**src/rtl/fetch_queue_if.sv**
```systemverilog
// ---------------------------------------------------------------------------
// fetch_queue_if -- bundle of the fetch/decode handshake signals of
// fetch_queue.
//   redirect, redirectPC       : flush the buffer and restart fetch at a new PC
//   imemAddr/imemData/imemReady: instruction memory port (combinational data)
//   outValid/outReady          : head-entry handshake toward decode
//   PCOut/IROut/incPCOut       : head entry {PC, instruction, PC+1}
//   count                      : buffer occupancy
// modport master : the fetch queue itself
// modport slave  : the surrounding core (memory model, decode, control)
// ---------------------------------------------------------------------------
interface fetch_queue_if #(
  parameter int WIDTH = 16,
  parameter int DEPTH = 4
);
  localparam int CW = $clog2(DEPTH) + 1;

  logic             redirect;
  logic [WIDTH-1:0] redirectPC;
  logic [WIDTH-1:0] imemAddr;
  logic [WIDTH-1:0] imemData;
  logic             imemReady;
  logic             outValid;
  logic             outReady;
  logic [WIDTH-1:0] PCOut;
  logic [WIDTH-1:0] IROut;
  logic [WIDTH-1:0] incPCOut;
  logic [CW-1:0]    count;

  modport master (
    input  redirect, redirectPC, imemData, imemReady, outReady,
    output imemAddr, outValid, PCOut, IROut, incPCOut, count
  );

  modport slave (
    output redirect, redirectPC, imemData, imemReady, outReady,
    input  imemAddr, outValid, PCOut, IROut, incPCOut, count
  );
endinterface

```
**src/rtl/fetch_queue.sv**
```systemverilog
// ---------------------------------------------------------------------------
// fetch_queue -- instruction prefetch buffer.
// Holds the fetch PC and a DEPTH-entry FIFO of {PC, IR, PC+1}. One word is
// fetched per cycle whenever memory is ready and there is room (or a slot is
// freed by a same-cycle pop). redirect flushes the buffer and reloads the PC.
//
// Ports:
//   clk   : rising-edge clock
//   reset : synchronous, active-high reset (PC <= RESET_PC, buffer empty)
//   bus   : fetch_queue_if.master (memory port, decode handshake, redirect)
//
// Configuration macro: FETCH_BYPASS_EN
//   When defined, an empty buffer forwards the word being fetched straight to
//   the outputs in the same cycle; if decode takes it, no buffer write occurs.
// ---------------------------------------------------------------------------
module fetch_queue #(
  parameter int               WIDTH    = 16,
  parameter int               DEPTH    = 4,
  parameter logic [WIDTH-1:0] RESET_PC = '0
) (
  input  logic           clk,
  input  logic           reset,
  fetch_queue_if.master  bus
);
  localparam int AW = $clog2(DEPTH);
  localparam int CW = AW + 1;

  typedef struct packed {
    logic [WIDTH-1:0] pc;
    logic [WIDTH-1:0] ir;
    logic [WIDTH-1:0] inc_pc;
  } entry_t;

  entry_t           r_mem [DEPTH];
  logic [WIDTH-1:0] r_pc;
  logic [AW-1:0]    r_wr_ptr;
  logic [AW-1:0]    r_rd_ptr;
  logic [CW-1:0]    r_count;

  logic   w_empty;
  logic   w_full;
  logic   w_bypass;
  logic   w_pop;
  logic   w_enq;
  logic   w_write;
  logic   w_buf_pop;
  entry_t w_fetch;
  entry_t w_head;

  assign w_empty = (r_count == '0);
  assign w_full  = (r_count == CW'(DEPTH));
  assign w_fetch = '{pc: r_pc, ir: bus.imemData, inc_pc: r_pc + WIDTH'(1)};

`ifdef FETCH_BYPASS_EN
  assign w_bypass = w_empty & ~bus.redirect & bus.imemReady;
`else
  assign w_bypass = 1'b0;
`endif

  // Head selection: bypassed fetch word, buffered head, or zeros when idle.
  // NOTE: every signal written in always_comb gets a default first so no
  // path leaves it unassigned and no latch is inferred.
  always_comb begin
    w_head = '0;
    if (w_bypass)
      w_head = w_fetch;
    else if (!w_empty)
      w_head = r_mem[r_rd_ptr];
  end

  assign bus.outValid = ~w_empty | w_bypass;
  assign bus.PCOut    = w_head.pc;
  assign bus.IROut    = w_head.ir;
  assign bus.incPCOut = w_head.inc_pc;
  assign bus.imemAddr = r_pc;
  assign bus.count    = r_count;

  // A pop frees a slot in the same cycle, so a full buffer can still fetch.
  assign w_pop     = bus.outValid & bus.outReady & ~bus.redirect;
  assign w_enq     = bus.imemReady & ~bus.redirect & (~w_full | w_pop);
  // A bypassed word consumed by decode never touches the buffer.
  assign w_write   = w_enq & ~(w_bypass & w_pop);
  assign w_buf_pop = w_pop & ~w_bypass;

  // NOTE: state registers use non-blocking assignments so every flop samples
  // pre-edge values regardless of statement order.
  always_ff @(posedge clk) begin
    if (reset) begin
      r_pc     <= RESET_PC;
      r_wr_ptr <= '0;
      r_rd_ptr <= '0;
      r_count  <= '0;
    end else if (bus.redirect) begin
      r_pc     <= bus.redirectPC;
      r_wr_ptr <= '0;
      r_rd_ptr <= '0;
      r_count  <= '0;
    end else begin
      if (w_enq)     r_pc     <= r_pc + WIDTH'(1);
      if (w_write)   r_wr_ptr <= r_wr_ptr + AW'(1);
      if (w_buf_pop) r_rd_ptr <= r_rd_ptr + AW'(1);
      r_count <= r_count + CW'(w_write) - CW'(w_buf_pop);
    end
  end

  // NOTE: the entry storage is not reset; the pointers and count define
  // which entries are live, so stale contents are never observed.
  always_ff @(posedge clk) begin
    if (!reset && w_write)
      r_mem[r_wr_ptr] <= w_fetch;
  end

endmodule

```
**src/flat_wrapper.sv**
```systemverilog
// flat-port wrapper written by rule: the top's interface ports become plain ports
module fetch_queue_flat 
#(
  parameter int               WIDTH    = 16,
  parameter int               DEPTH    = 4,
  parameter logic [WIDTH-1:0] RESET_PC = '0
)
  (clk, reset, bus_redirect, bus_redirectPC, bus_imemData, bus_imemReady, bus_outReady, bus_imemAddr, bus_outValid, bus_PCOut, bus_IROut, bus_incPCOut, bus_count);
  fetch_queue_if #(.WIDTH(WIDTH), .DEPTH(DEPTH)) bus_i ();
  input  logic clk;
  input  logic reset;
  input wire logic [$bits(bus_i.redirect)-1:0] bus_redirect;
  input wire logic [$bits(bus_i.redirectPC)-1:0] bus_redirectPC;
  input wire logic [$bits(bus_i.imemData)-1:0] bus_imemData;
  input wire logic [$bits(bus_i.imemReady)-1:0] bus_imemReady;
  input wire logic [$bits(bus_i.outReady)-1:0] bus_outReady;
  output wire logic [$bits(bus_i.imemAddr)-1:0] bus_imemAddr;
  output wire logic [$bits(bus_i.outValid)-1:0] bus_outValid;
  output wire logic [$bits(bus_i.PCOut)-1:0] bus_PCOut;
  output wire logic [$bits(bus_i.IROut)-1:0] bus_IROut;
  output wire logic [$bits(bus_i.incPCOut)-1:0] bus_incPCOut;
  output wire logic [$bits(bus_i.count)-1:0] bus_count;
  assign bus_i.redirect = bus_redirect;
  assign bus_i.redirectPC = bus_redirectPC;
  assign bus_i.imemData = bus_imemData;
  assign bus_i.imemReady = bus_imemReady;
  assign bus_i.outReady = bus_outReady;
  assign bus_imemAddr = bus_i.imemAddr;
  assign bus_outValid = bus_i.outValid;
  assign bus_PCOut = bus_i.PCOut;
  assign bus_IROut = bus_i.IROut;
  assign bus_incPCOut = bus_i.incPCOut;
  assign bus_count = bus_i.count;
  fetch_queue #(.WIDTH(WIDTH), .DEPTH(DEPTH), .RESET_PC(RESET_PC)) u_core (.clk(clk), .reset(reset), .bus(bus_i));
endmodule
```
**config.mk**
```make
export PLATFORM = sky130hd
export DESIGN_NAME = fetch_queue_flat
export DESIGN_NICKNAME = d
export VERILOG_FILES = /design/src/rtl/fetch_queue_if.sv /design/src/rtl/fetch_queue.sv /design/src/flat_wrapper.sv
export SDC_FILE = /design/constraint.sdc
export NUM_CORES = 1
export LEC_CHECK = 0
export ABC_AREA = 1
export CAP_MARGIN = 20
export CORE_ASPECT_RATIO = 0.6
export CORE_MARGIN = 4
export CORE_UTILIZATION = 50
export CTS_CLUSTER_DIAMETER = 120
export DETAILED_ROUTE_END_ITERATION = 10
export GPL_TIMING_DRIVEN = 0
export PLACE_DENSITY = 0.72
export SYNTH_ARGS = -nofsm -noshare
export SYNTH_HDL_FRONTEND = slang
export SYNTH_SLANG_ARGS = --single-unit
```
**constraint.sdc**
```tcl
create_clock -name clk -period 4.2 [get_ports clk]
set_input_delay 0.63 -clock clk [delete_from_list [all_inputs] [get_ports clk]]
set_output_delay 0.63 -clock clk [all_outputs]
set_load 0.05 [all_outputs]
```
* Yosys cells after proc, flatten, opt, wreduce, memory -nomap -nowiden
Memory sizes are Yosys's and may differ from the RTL's. A register that Yosys moved wholly into a read port is not among the register bits.
Cells that the tools add are included.
** Word-level totals
- Memories kept :: 1
- Input port bits :: 37
- Bits in registers :: 23
- Bits in writable memories :: 192
- Output and inout bits :: 68
- Logic and storage cells :: 31
** Memory list
- u_core.r_mem :: depth 4, width 48, rd ports 1, clocked after Yosys merged registers in 1, write ports 1, RTL line fetch_queue.sv:34 : entry_t r_mem [DEPTH];
** Operators by class
- Reduce and logical (&&, ||, !) cells :: 5
- Mux-type cells :: 7
- Add/subtract/negate cells :: 5
- Equality and inequality tests :: 1
- Bitwise operators :: 8
** Operators by type and width (number)
- 48-bit 2-to-1 mux :: 1
- 16-bit 2-to-1 mux :: 2
- 16-bit by 1-bit adder with 16-bit output (second input constant) :: 1
- 2-bit by 1-bit adder with 2-bit output (second input constant) :: 2
- 1-bit bitwise AND :: 4
- 2-bit 2-to-1 mux :: 2
- 3-bit by 1-bit adder with 3-bit output :: 1
- 3-bit equality test (second input constant) :: 1
- 3-bit logical NOT :: 1
- 1-bit inverter :: 3
- 3-bit by 1-bit subtractor with 3-bit output :: 1
- 1-bit 2-to-1 mux :: 2
- 2-bit nonzero test :: 1
- 2-bit OR reduction :: 1
- 1-bit logical AND :: 1
- 1-bit logical NOT :: 1
- 1-bit bitwise OR :: 1

* Longest topological paths before layout
Gate-level depths: netlist of run 1.
- Word-level depth :: 9
- Mapped depth :: 11

* Least setup slack after synthesis of run 1
OpenSTA, ideal clock, no wires.
- Path kind :: register to register
- Start point :: register u_core.r_count[1] (netlist: u_core.bus.count[1])
- End point :: memory u_core.r_mem[0][0] (netlist bit) (enable)
- Cell stages (with the launch flop) :: 7
- Path slack :: 0.466 ns
- Required time :: 3.746 ns
- Buffers on the path :: 0
- Arrival time :: 3.281 ns
- Setup time :: 0.454 ns
- Cell sequence :: dfxtp_1 -> nor2_1 -> nand2_1 -> nand2_4 -> nor2_4 -> inv_1 -> nor2_1
** Between the ends
- Word-level cells in the longest chain between the ends :: 9
- Elaborated cells between the ends (all ways) :: 11
- Classes of those cells :: eq/ne (1); mux (2); bitwise (6); reduce/logical (2)
** RTL lines
- from (decl) :: RTL line fetch_queue.sv:38 : logic [CW-1:0] r_count;
- from (signal assigned) :: RTL line fetch_queue.sv:102 : r_count <= r_count + CW'(w_write) - CW'(w_buf_pop);
- 3-bit logical NOT :: RTL line fetch_queue.sv:50 : assign w_empty = (r_count == '0);
- 1-bit inverter :: RTL line fetch_queue.sv:71 : assign bus.outValid = ~w_empty | w_bypass;
- 1-bit bitwise AND (2 in series) :: RTL line fetch_queue.sv:79 : assign w_pop = bus.outValid & bus.outReady & ~bus.redirect;
- 1-bit bitwise OR * :: RTL line fetch_queue.sv:80 : assign w_enq = bus.imemReady & ~bus.redirect & (~w_full | w_pop);
- 1-bit bitwise AND * :: RTL line fetch_queue.sv:80
- 1-bit logical AND * :: RTL line fetch_queue.sv:109 : if (!reset && w_write)
- 1-bit 2-to-1 mux * :: RTL line fetch_queue.sv:109
- 1-bit 2-to-1 mux (not written as such) * :: RTL line fetch_queue.sv:110 : r_mem[r_wr_ptr] <= w_fetch;
- to (decl) :: RTL line fetch_queue.sv:34
Every way passes the cells marked *; elsewhere a longest branch is shown, timed or not.

==> results of run 1 <==
cell type report:
class | instances | area (um^2) | area share, %
multi-input cells | 519 | 2457 | 21.79
repair buffers | 107 | 1111 | 9.852
inverters | 46 | 175.2 | 1.553
clock inverters | 5 | 47.55 | 0.4216
flip-flops and latches | 217 | 6266 | 55.56
clock buffers | 31 | 573.1 | 5.082
well taps | 240 | 300.3 | 2.663
plain buffers | 57 | 346.6 | 3.073
sequential cells by signal, summed over array words and instances, names as in the netlist, named ones only:
signal,cells
u_core.r_rd_ptr,2
u_core.bus.count,3
u_core.r_mem,192
u_core.r_wr_ptr,2
u_core.bus.imemAddr,16
cell usage in the layout (no fill, tap or decap), types with 18 or more instances in the layout:
cell	n
nor2_1	212
buf_4	26
dfxtp_1	25
clkbuf_1	22
o21ai_0	80
nand3_1	18
o21ai_1	29
edfxtp_1	192
clkdlybuf4s50_1	103
clkbuf_16	21
nand2_1	67
a21oi_1	56
inv_1	38
report_power, final:
| group | internal (uW) | switching (uW) |
|---|---|---|
| registers | 2390 | 38.3 |
| clock network | 1000 | 734 |
| logic | 151 | 286 |
synthesized netlist by cell type (all sizes together) (7+ instances only):
cell type  count  area [um^2]
a21oi         58        297.8
buf           40        277.8
clkbuf        17        68.82
dfxtp         25        500.5
edfxtp       192         5766
ha             7        87.58
inv           45        171.4
nand2         75        311.6
nand3         19        100.1
nor2         227        894.6
o21ai        112        571.8
routing by layer:
metal | GRT usage (%) | up-vias
li1 | - | 3115
met1 | 31.08 | 3040
met2 | 32.23 | 237
met3 | 3.855 | 25
met4 | 4.216 | 0
met5 | 0 | -
logic make-up (layout without fill, tap and decap cells):
logic type / after synthesis / in the layout / synth area share (%)
compound gates: 173 / 173 / 9.695
fa+ha+maj: 8 / 8 / 1.168
buf+inv: 103 / 246 / 5.662
flops: 217 / 217 / 68.00
xor+xnor: 5 / 5 / 0.4752
simple gates: 333 / 333 / 15.00
worst paths after layout:
path / to / slack, ns
worst max-delay path: bus_incPCOut[3] / 0.70
worst min-delay path: u_core.r_rd_ptr[0] / 0.48
worst max register to register: u_core.r_mem[3][43] / 1.78
worst min register to register: u_core.r_rd_ptr[0] / 0.48
metrics by stage:
stage / util (%) / worst slack (ns) / cells / hold WS, ns / instance area (um^2)
2_1_floorplan: - / 0.4657 / 839 / 0.4356 / 9215
3_3_place_gp: 58.37 / -1.368 / 1182 / 0.4537 / 10550
3_5_place_dp: 58.98 / 1.140 / 1186 / 0.4685 / 10660
4_1_cts: 62.42 / 0.7081 / 1222 / 0.4793 / 11280
5_1_grt: 62.42 / 0.5615 / 1222 / 0.5164 / 11280
6_report: 62.42 / 0.7027 / 1222 / 0.4781 / 11280
critical path: stages, from the launching register on:
cell and delay (ns):
dfxtp_1 0.31, buf_4 0.16, inv_2 0.11, clkbuf_1 0.45
o21ai_0 0.22, a21oi_1 0.27, clkdlybuf4s50_1 0.85
==> results.cfg, run 1 <==
[worst_hold_path]
hp-start = u_core.r_rd_ptr[0]
hp-class = reg2reg
hold_path_depth = 1

[clock_network]
cts_made_buffers = 20
post_cts_buffers = 0
clk_pin_slew_ns = 0.06
clockBufferDepth = 3
hold_buffers = 0
root_buffer = clkbuf_16
clock_latency_ns = 0.49
cts_tree = yes
cts_sinks = 217
post_cts_resized = 0
htree_num_levels = 1

[synthesis]
ys_types = 36
synth-seq-area-share_pct = 68.00
synthFlopType = edfxtp_1
synth-seq-cells = 217
synth_edf_count = 192
syn_area_um2 = 9215
yosys_warnings = 0
avgSynthCellArea_um2 = 10.98
postSynthCellCount = 839
syn_nets = 884
async_flop_share_pct = 0

[timing]
final-max-slew-violation-count = 0
worst_pin_slew_ns = 0.7994
fin_crit_sh_pct = 83.27
period_minus_slack_ns = 3.497
fmax_ghz = 0.2859
tns_ns = 0
setup_viol = 0
slew_headroom_pct = 46.58
report.final.hold_viol_count = 0
rsz0062_at_grt = false
fin_skew_ns = 0.01415

[setup_path]
r2r-start = u_core.bus.count[1]
end_kind = primary output
cp.required_ns = 3.57
start_kind = flip-flop
cp_max_fo = 10
worstRegToRegCells = 7
critPathKind = reg2out
arrival_ns = 2.87

[route]
wl_met3_um = 1716
dr.pass1.iters = 5
route.detailed.drc = 0
wirelength_um = 21750
wl_met2_um = 9574
via_per_inst = 5.251
via_count = 6417
drtIter0Drc = 570
ant_nets = 0
highest_layer = met4
met1Wirelength_um = 10090
wire_per_inst_um = 17.80

[placement]
gp_congestion = 0.9120
io_buffer_count = 103
dp_hpwl_um = 14510

[flow_run]
maxCapViolations = 0

[global_route]
grt_max_degree = 31
antenna_found_initial = 0
first_global_vias = 6019
grt_pass1_wl_um = 33670
grtUsageTotal_pct = 20.77
grt-ovfl-total = 0

[floorplanning]
dieArea_um2 = 20740
die_x_um = 183.3
coreArea_um2 = 18070
die-height_um = 113.2
num_rows = 38
io_pins = 105
initial_core_util_pct = 51.00

[status]
status = complete, no violations

[finish]
diodes = 0
nNetsFinal = 1013
n_fill_cell = 1437
area_growth_syn_to_layout_pct = 22.38
layout-drive-gt1-share_pct = 11.30

[pwr]
leakage_uw = 0.003995
p_per_area_nw_per_um2 = 407.6
power_uw = 4597
vdd.ir_drop.worst_mv = 0.2664
Power figures use the tool's default switching activity.
==> run 2: changes to the inputs <==
==> constraint.sdc (replaced) <==
create_clock -name clk -period 3.3 [get_ports clk]
set_input_delay 0.495 -clock clk [delete_from_list [all_inputs] [get_ports clk]]
set_output_delay 0.495 -clock clk [all_outputs]
set_load 0.05 [all_outputs]
==> run 2 against run 1 <==
  * Cell area rose by 0.34%
  * First-iteration DRC count fell by 1.1%
  * Clock-buffer cell count did not move
  * Via count fell by 0.12%
  * Critical path depth did not move
  * Power rose by 27%
  * Clock power rose by 28%
  * Global-route usage barely moved
  * Critical path type unchanged
  * Critical endpoint is now bus_IROut[9]
==> results.cfg, run 2 (same netlist as run 1, synthesis figures left out) <==
[route]
via_count = 6409
route.detailed.drc = 0
wirelength_um = 21700
dr.pass1.iters = 5
via_per_inst = 5.245
wire_per_inst_um = 17.76
drtIter0Drc = 564
ant_nets = 0

[setup_path]
critPathKind = reg2out
path_delay_family = buffers and inverters
critPathSlowestCell = clkdlybuf4s50_1
start_kind = flip-flop
arrival_ns = 2.73
max_stage_delay_ns = 0.83
path_cells = buf_4 > inv_2 > clkbuf_1 > o21ai_0 > a21oi_1 > clkdlybuf4s50_1
path_buf_inv = 4
cp.required_ns = 2.80
cp_max_fo = 10
end_kind = primary output
r2r-start = u_core.bus.count[1]

[floorplanning]
initial_core_util_pct = 51.00
dieArea_um2 = 20740
num_rows = 38
die_x_um = 183.3
io_pins = 105
die-height_um = 113.2
coreArea_um2 = 18070

[clock_network]
htree_num_levels = 1
post_cts_resized = 5
clk_pin_slew_ns = 0.06
clock_latency_ns = 0.49
hold_buffers = 0
post_cts_buffers = 0
root_buffer = clkbuf_16
cts_tree = yes
cts_made_buffers = 20
cts_sinks = 217
clockBufferDepth = 3

[timing]
period_minus_slack_ns = 3.226
fin_ws_ns = 0.07400
tns_ns = 0
final-max-slew-violation-count = 0
worst_pin_slew_ns = 0.7972
fin_crit_sh_pct = 97.76
setup_viol = 0
fmax_ghz = 0.3100
slew_headroom_pct = 46.72
fin_skew_ns = 0.01196
rsz0062_at_grt = false
report.final.hold_viol_count = 0

[flow_run]
maxCapViolations = 0

[status]
status = complete, no violations

[global_route]
antenna_found_initial = 0
grt_pass1_wl_um = 33680
first_global_vias = 6022
grt-ovfl-total = 0
grt_max_degree = 31
grtUsageTotal_pct = 20.78

[finish]
layout_common_cells = nor2_1, edfxtp_1, clkdlybuf4s50_1
largest_reg_flops = 192
multi_input_comb_area_um2 = 2457
top_register = u_core.r_mem
area_growth_syn_to_layout_pct = 22.80
fin_util_pct = 62.63
layout-drive-gt1-share_pct = 11.51
fin_cells = 1222
n_fill_cell = 1434
nNetsFinal = 1013
final_common_cell = nor2_1
register_area_um2 = 6266
diodes = 0

[placement]
gp_congestion = 0.9120
dp_hpwl_um = 14510
io_buffer_count = 103
dp_slack_ns = 0.3750
place_inst = 1186

[pwr]
leakage_uw = 0.004324
p_per_area_nw_per_um2 = 516.7
vdd.ir_drop.worst_mv = 0.3383
power_uw = 5847

[worst_hold_path]
hp-start = bus_redirect
hp-class = in2reg
[run 2: cell types whose count changed in the layout (fill, tap and decap cells not counted)]
cell             change
clkdlybuf4s50_1     -22
dlymetal6s2s_1      +17
dlygate4sd2_1        +5
clkbuf_1             -2
clkbuf_2             +2
[run 2: final timing paths]
path | slack, ns | end | cells after the start
worst max-delay path | 0.07 | bus_IROut[9] | 6
worst min-delay path | 0.43 | u_core.bus.imemAddr[11] | 5
worst max register to register | 0.89 | u_core.r_mem[3][43] | 7
worst min register to register | 0.48 | u_core.r_rd_ptr[0] | 1
[run 2: metal layers]
metal  GRT usage, %  share of wire, %  vias up
li1               -                 -     3116
met1          31.08                46     3023
met2          32.23                44      243
met5              0                 0        -
met4          4.216               1.7        0
met3          3.887               8.2       27
[run 2: layout make-up]
class	instances	area share, %
flip-flops and latches	217	55.37
multi-input cells	519	21.72
repair buffers	107	10.14
clock buffers	31	5.064
plain buffers	57	3.085
well taps	240	2.654
inverters	46	1.548
clock inverters	5	0.4202
[run 2: worst register-to-register path, cell delays in order (launching register included)]
cell	delay (ns)
dfxtp_1	0.41
nor2_1	0.09
nand2_1	0.12
nand2_4	0.10
nor2_4	0.21
inv_1	0.21
nor2_4	0.66
buf_12	0.29
[run 2: through the flow]
step           area (um^2)  hold WS (ns)
5_1_grt              11320        0.4530
4_1_cts              11270        0.4261
3_3_place_gp         10550        0.4537
2_1_floorplan         9215        0.4356
3_5_place_dp         10660        0.4685
6_report             11320        0.4331
[run 2: report_power, final]
part	switching [uW]	internal, uW
clock	934	1270
sequential	48.5	3040
combinational	364	189
total	1350	4500
==> RTL edit 1: new RTL, flow settings as in run 2 <==
Add a define of `FETCH_BYPASS_EN`.
--- a/src/rtl/fetch_queue.sv
+++ b/src/rtl/fetch_queue.sv
@@ -13,6 +13,8 @@
 //   When defined, an empty buffer forwards the word being fetched straight to
 //   the outputs in the same cycle; if decode takes it, no buffer write occurs.
 // ---------------------------------------------------------------------------
+`define FETCH_BYPASS_EN
+
 module fetch_queue #(
   parameter int               WIDTH    = 16,
   parameter int               DEPTH    = 4,
Function: changed (a bounded check fails within 4 cycles, from zero or initial values and one cycle with reset high).
==> RTL edit 1 against run 2 <==
Wire length rose by 11%. Final area rose by 2.4%. Setup slack improved by 68 ps. Clock skew fell by 4.7 ps. Worst hold slack improved by 22 ps. Total power rose by 1.2%. Synthesized area rose by 2.6%. Sequential cell count did not move.
==> RTL edit 1: results (changes against run 2) <==
DRT Pass-1 Iters - 7 (+2)
Placed cell area - 11000 um^2 (+2.9%)
RePlAce Congestion - 0.869 (-4.7%)
Status - finished, final reports clean
Wirelength per Cell - 19.2 um (+8.2%)
PortBufs - 102 (-0.97%)
Post-Place Cells - 1215 (+2.4%)
Non-Filler Instances - 1253 (+2.5%)
Leakage Power - 4.48 nW (+3.7%)
Syn_nets - 912 (+3.2%)
Largest net degree at the start of global routing - 30 (-3.2%)
Detailed Route Iter0 Violations - 841 (+49%)
Synth cell count leaders - nand2_1 (259), edfxtp_1 (192), nand3_1 (112)
NumNets Final - 1043 (+3.0%)
Worst path max stage delay - 510 ps (-320 ps)
Largest vdd supply drop - 300 uV (-11%)
GRT Total Usage - 22.6% (+1.9 points)
Share of layout cells above drive strength 1 - 10.7% (-0.85 points)
First-pass GRT wire length - 37000 um (+9.9%)
Clock Skew - 7.29 ps (-4.67 ps)
Worst Tran Pin Value - 996 ps (+199 ps)
WP data arrival - 2660 ps (-70 ps)
Synth unique cells - 35 (-2.8%)
Largest cells by area after synthesis - edfxtp_1 (61%), nand2_1 (10%), nand3_1 (5.9%), dfxtp_1 (5.3%), a32o_1 (3.8%)
DPL Wire Length - 16200 um (+12%)
Number of global-route vias before repair - 6517 (+8.2%)
[RTL edit 1: cell types whose count changed after synthesis, moves of 5 or more]
cell	run 2	this run
a21oi_1	56	31
a32o_1	0	36
clkbuf_1	13	25
inv_1	38	59
inv_2	6	1
nand2_1	67	259
nand3_1	18	112
nor2_1	216	26
nor2_2	8	3
o21ai_0	80	20
o21ai_1	29	1
[RTL edit 1: cell type report]
cell class	count	area, um^2
plain buffers	64	357
repair buffers	108	1120
flip-flops and latches	217	6270
multi-input cells	524	2660
well taps	240	300
fillers	1447	6720
clock buffers	34	614
clock inverters	4	28.8
inverters	62	238
[RTL edit 1: stage by stage]
stage	setup WS, ps	TNS, ps	hold slack [ps]
after global routing	-6.73	-6.73	455
final	142	0	455
after floorplan	-566	-108630	444
after CTS	-10.9	-10.9	441
after global placement	-2490	-465600	454
after detailed placement	-116	-2510	464
[RTL edit 1: repair_timing]
action	CTS	global route
resized for setup	60	14
gates cloned	0	0
endpoints found under the setup margin	48	12
[RTL edit 1: worst reg2reg max path: stages (launching register included)]
cell and delay [ps]:
dfxtp_1 460, nor2_1 110, nand3_1 100, nand2_2 90
buf_6 160, a21oi_4 180, nand2_1 260, nor2_4 840
buf_16 260
[RTL edit 1: logic make-up after synthesis]
| logic type | after synthesis | share of synthesized area, % |
|---|---|---|
| simple gates | 414 | 18.5 |
| flops | 217 | 66.2 |
| buf+inv | 126 | 6.20 |
| compound gates | 94 | 7.17 |
| xor+xnor | 8 | 0.741 |
| fa+ha+maj | 8 | 1.14 |
[RTL edit 1: final timing paths]
kind / startpoint / end / depth (start not counted) / slack (ps)
hold / removal: bus_redirect / u_core.bus.imemAddr[5]$_SDFFE_PP0P_ / 5 / 450
hold reg to reg: u_core.r_rd_ptr[0]$_SDFFE_PP0P_ / flop / 1 / 490
setup reg to reg: u_core.bus.count[1]$_SDFF_PP0_ / u_core.r_mem[3][36]$_DFFE_PP_ / 8 / 540
setup / recovery: flop / bus_incPCOut[13] / 7 / 140
[RTL edit 1: routing by layer]
metal / share of wire [%] / up-vias / global-route usage (%)
met5: 0 / - / 0
met2: 43 / 349 / 33.9
met1: 45 / 3259 / 35.2
li1: - / 3266 / -
met3: 10 / 36 / 4.25
met4: 1.8 / 0 / 4.03
[RTL edit 1: power breakdown]
part,total (W),switching (W),internal (W)
combinational,0.000569,0.000385,0.000185
clock,0.00228,0.000997,0.00128
sequential,0.00307,0.0000452,0.00302
==> RTL edit 2: new RTL, flow settings as in run 2 <==
Made on the original files. Make the reset (`reset`) asynchronous in one clocked block. Comments in the files are not updated.
--- a/src/rtl/fetch_queue.sv
+++ b/src/rtl/fetch_queue.sv
@@ -84,7 +84,7 @@
 
   // NOTE: state registers use non-blocking assignments so every flop samples
   // pre-edge values regardless of statement order.
-  always_ff @(posedge clk) begin
+  always_ff @(posedge clk or posedge reset) begin
     if (reset) begin
       r_pc     <= RESET_PC;
       r_wr_ptr <= '0;
Behaviour: differs if reset is asserted again (counterexample within 4 cycles, from zero or initial values and one cycle with reset high); with reset held inactive, the same outputs for 4 cycles.
==> RTL edit 2 against run 2 <==
Synthesized cell count is 3.6% lower. Synthesized area down 0.90%. Wire length is 1.5% higher. Final area fell by 0.27%. Critical path type unchanged. Clock skew about the same. Setup slack improved by 30 ps. Count of clock-buffer cells in the layout is the same. Highest routed layer unchanged. Worst hold slack got worse by 240 ps. Sequential cell count decreased by 2. Utilization grew 1.9 points. Maximum frequency grew 0.94%.
Power is not compared: it rests on default switching activity, and its combinational part moved more than twofold at a synthesized area within 25%.
==> RTL edit 2: results (changes against run 2) <==
Final hold vios - 0 (unchanged)
Synth unique cells - 32 (-11%)
Async set-reset flop share out of synthesis - 10.7% (+11 points)
Detailed Route Iter0 Violations - 596 (+5.7%)
Maximum clock path buffer count - 3 (unchanged)
Status - finished, final reports clean
Worst r2r src - u_core.bus.count[1]$_DFF_PP0_
NumNets Final - 985 (-2.8%)
Seq/Total Area, Yosys - 69.4% (+1.4 points)
Post-Place Cells - 1151 (-3.0%)
Syn_nets - 854 (-3.4%)
HP Class - input pin to async pin
Synth cell count leaders - nor2_1 (210), edfxtp_1 (192), o21ai_0 (92)
WP data arrival - 2700 ps (-30 ps)
R2R setup slack - 630 ps (-260 ps)
RePlAce Congestion - 0.827 (-9.4%)
First-pass GRT wire length - 33900 um (+0.64%)
Largest cells by area after synthesis - edfxtp_1 (63%), nor2_1 (8.6%), dfrtp_1 (6.3%), o21ai_0 (5.0%), a21oi_1 (2.8%)
Number of global-route vias before repair - 6054 (+0.53%)
Filler cells - 1371 (-4.4%)
Share of layout cells above drive strength 1 - 9.44% (-2.1 points)
PortBufs - 104 (+0.97%)
Wirelength, routed - 22000 um (+1.5%)
Worst Tran Pin Value - 937 ps (+140 ps)
Gate Count Post-Synth - 809 (-3.6%)
Vias per cell - 5.36 (+2.2%)
GRT Total Usage - 21.0% (+0.26 points)
Clock Skew - 11.8 ps (-0.126 ps)
DPL Wire Length - 14600 um (+0.73%)
Vias - 6365 (-0.69%)
R2r endpoint - u_core.r_mem[1][27]$_DFFE_PP_
RTL edit 2: worst max-delay path by stage:
stage / end / slack (ps)
5_1_grt: bus_PCOut[3] / 10
4_1_cts: bus_incPCOut[3] / 6
2_1_floorplan: u_core.r_mem[0][0]$_DFFE_PP_ / -470
3_5_place_dp: u_core.r_mem[1][28]$_DFFE_PP_ / -270
6_report: bus_PCOut[6] / 100
3_3_place_gp: u_core.r_mem[3][44]$_DFFE_PP_ / -2520
RTL edit 2: power by group:
part	internal [W]	leakage, nW	switching [W]	total, W
clock network	0.00120	0.286	0.000944	0.00214
registers	0.00316	2.03	0.000140	0.00330
logic	0.00114	2.30	0.00273	0.00387
total	0.00549	4.61	0.00382	0.00930
RTL edit 2: per-stage QoR:
step | cell area (um^2) | power (W) | hold WS (ps) | TNS, ps
final | 11300 | 0.00930 | 188 | 0
after global routing | 11300 | 0.00971 | 177 | 0
after CTS | 11200 | 0.00937 | 556 | 0
after detailed placement | 10600 | 0.00727 | 638 | -23410
after global placement | 10500 | 0.00723 | 617 | -471790
after floorplan | 9130 | 0.00589 | 505 | -89580
RTL edit 2: cell type report:
class | instances | area [um^2] | area share (%)
plain buffers | 58 | 363 | 3.22
flip-flops and latches | 215 | 6340 | 56.2
well taps | 234 | 293 | 2.59
inverters | 35 | 134 | 1.19
repair buffers | 109 | 1230 | 10.9
clock buffers | 31 | 573 | 5.08
multi-input cells | 501 | 2330 | 20.6
clock inverters | 4 | 21.3 | 0.188
RTL edit 2: layer usage:
metal  routed length (um)  vias up  track usage, %
li1                     -     3030               -
met1                 9920     3031            32.7
met2                 9620      279            31.3
met3                 2210       25            4.18
met4                  267        0            3.60
met5                    0        -               0
RTL edit 2: what timing repair did:
action                                  in CTS  in global routing
resized for setup                            7                 40
pin swaps                                    0                  0
endpoints found under the setup margin       7                 39
RTL edit 2: cell families after synthesis:
group	after synthesis	synth area share (%)
compound gates	159	8.78
xor+xnor	7	0.671
fa+ha+maj	8	1.18
buf+inv	93	5.41
flops	215	69.4
simple gates	327	14.5
RTL edit 2: worst max-delay path, stage by stage (launching register included):
cell	delay, ps
dfrtp_1	390
buf_6	150
inv_4	80
buf_2	240
buf_2	280
o21ai_0	120
a21oi_1	130
clkdlybuf4s50_1	810
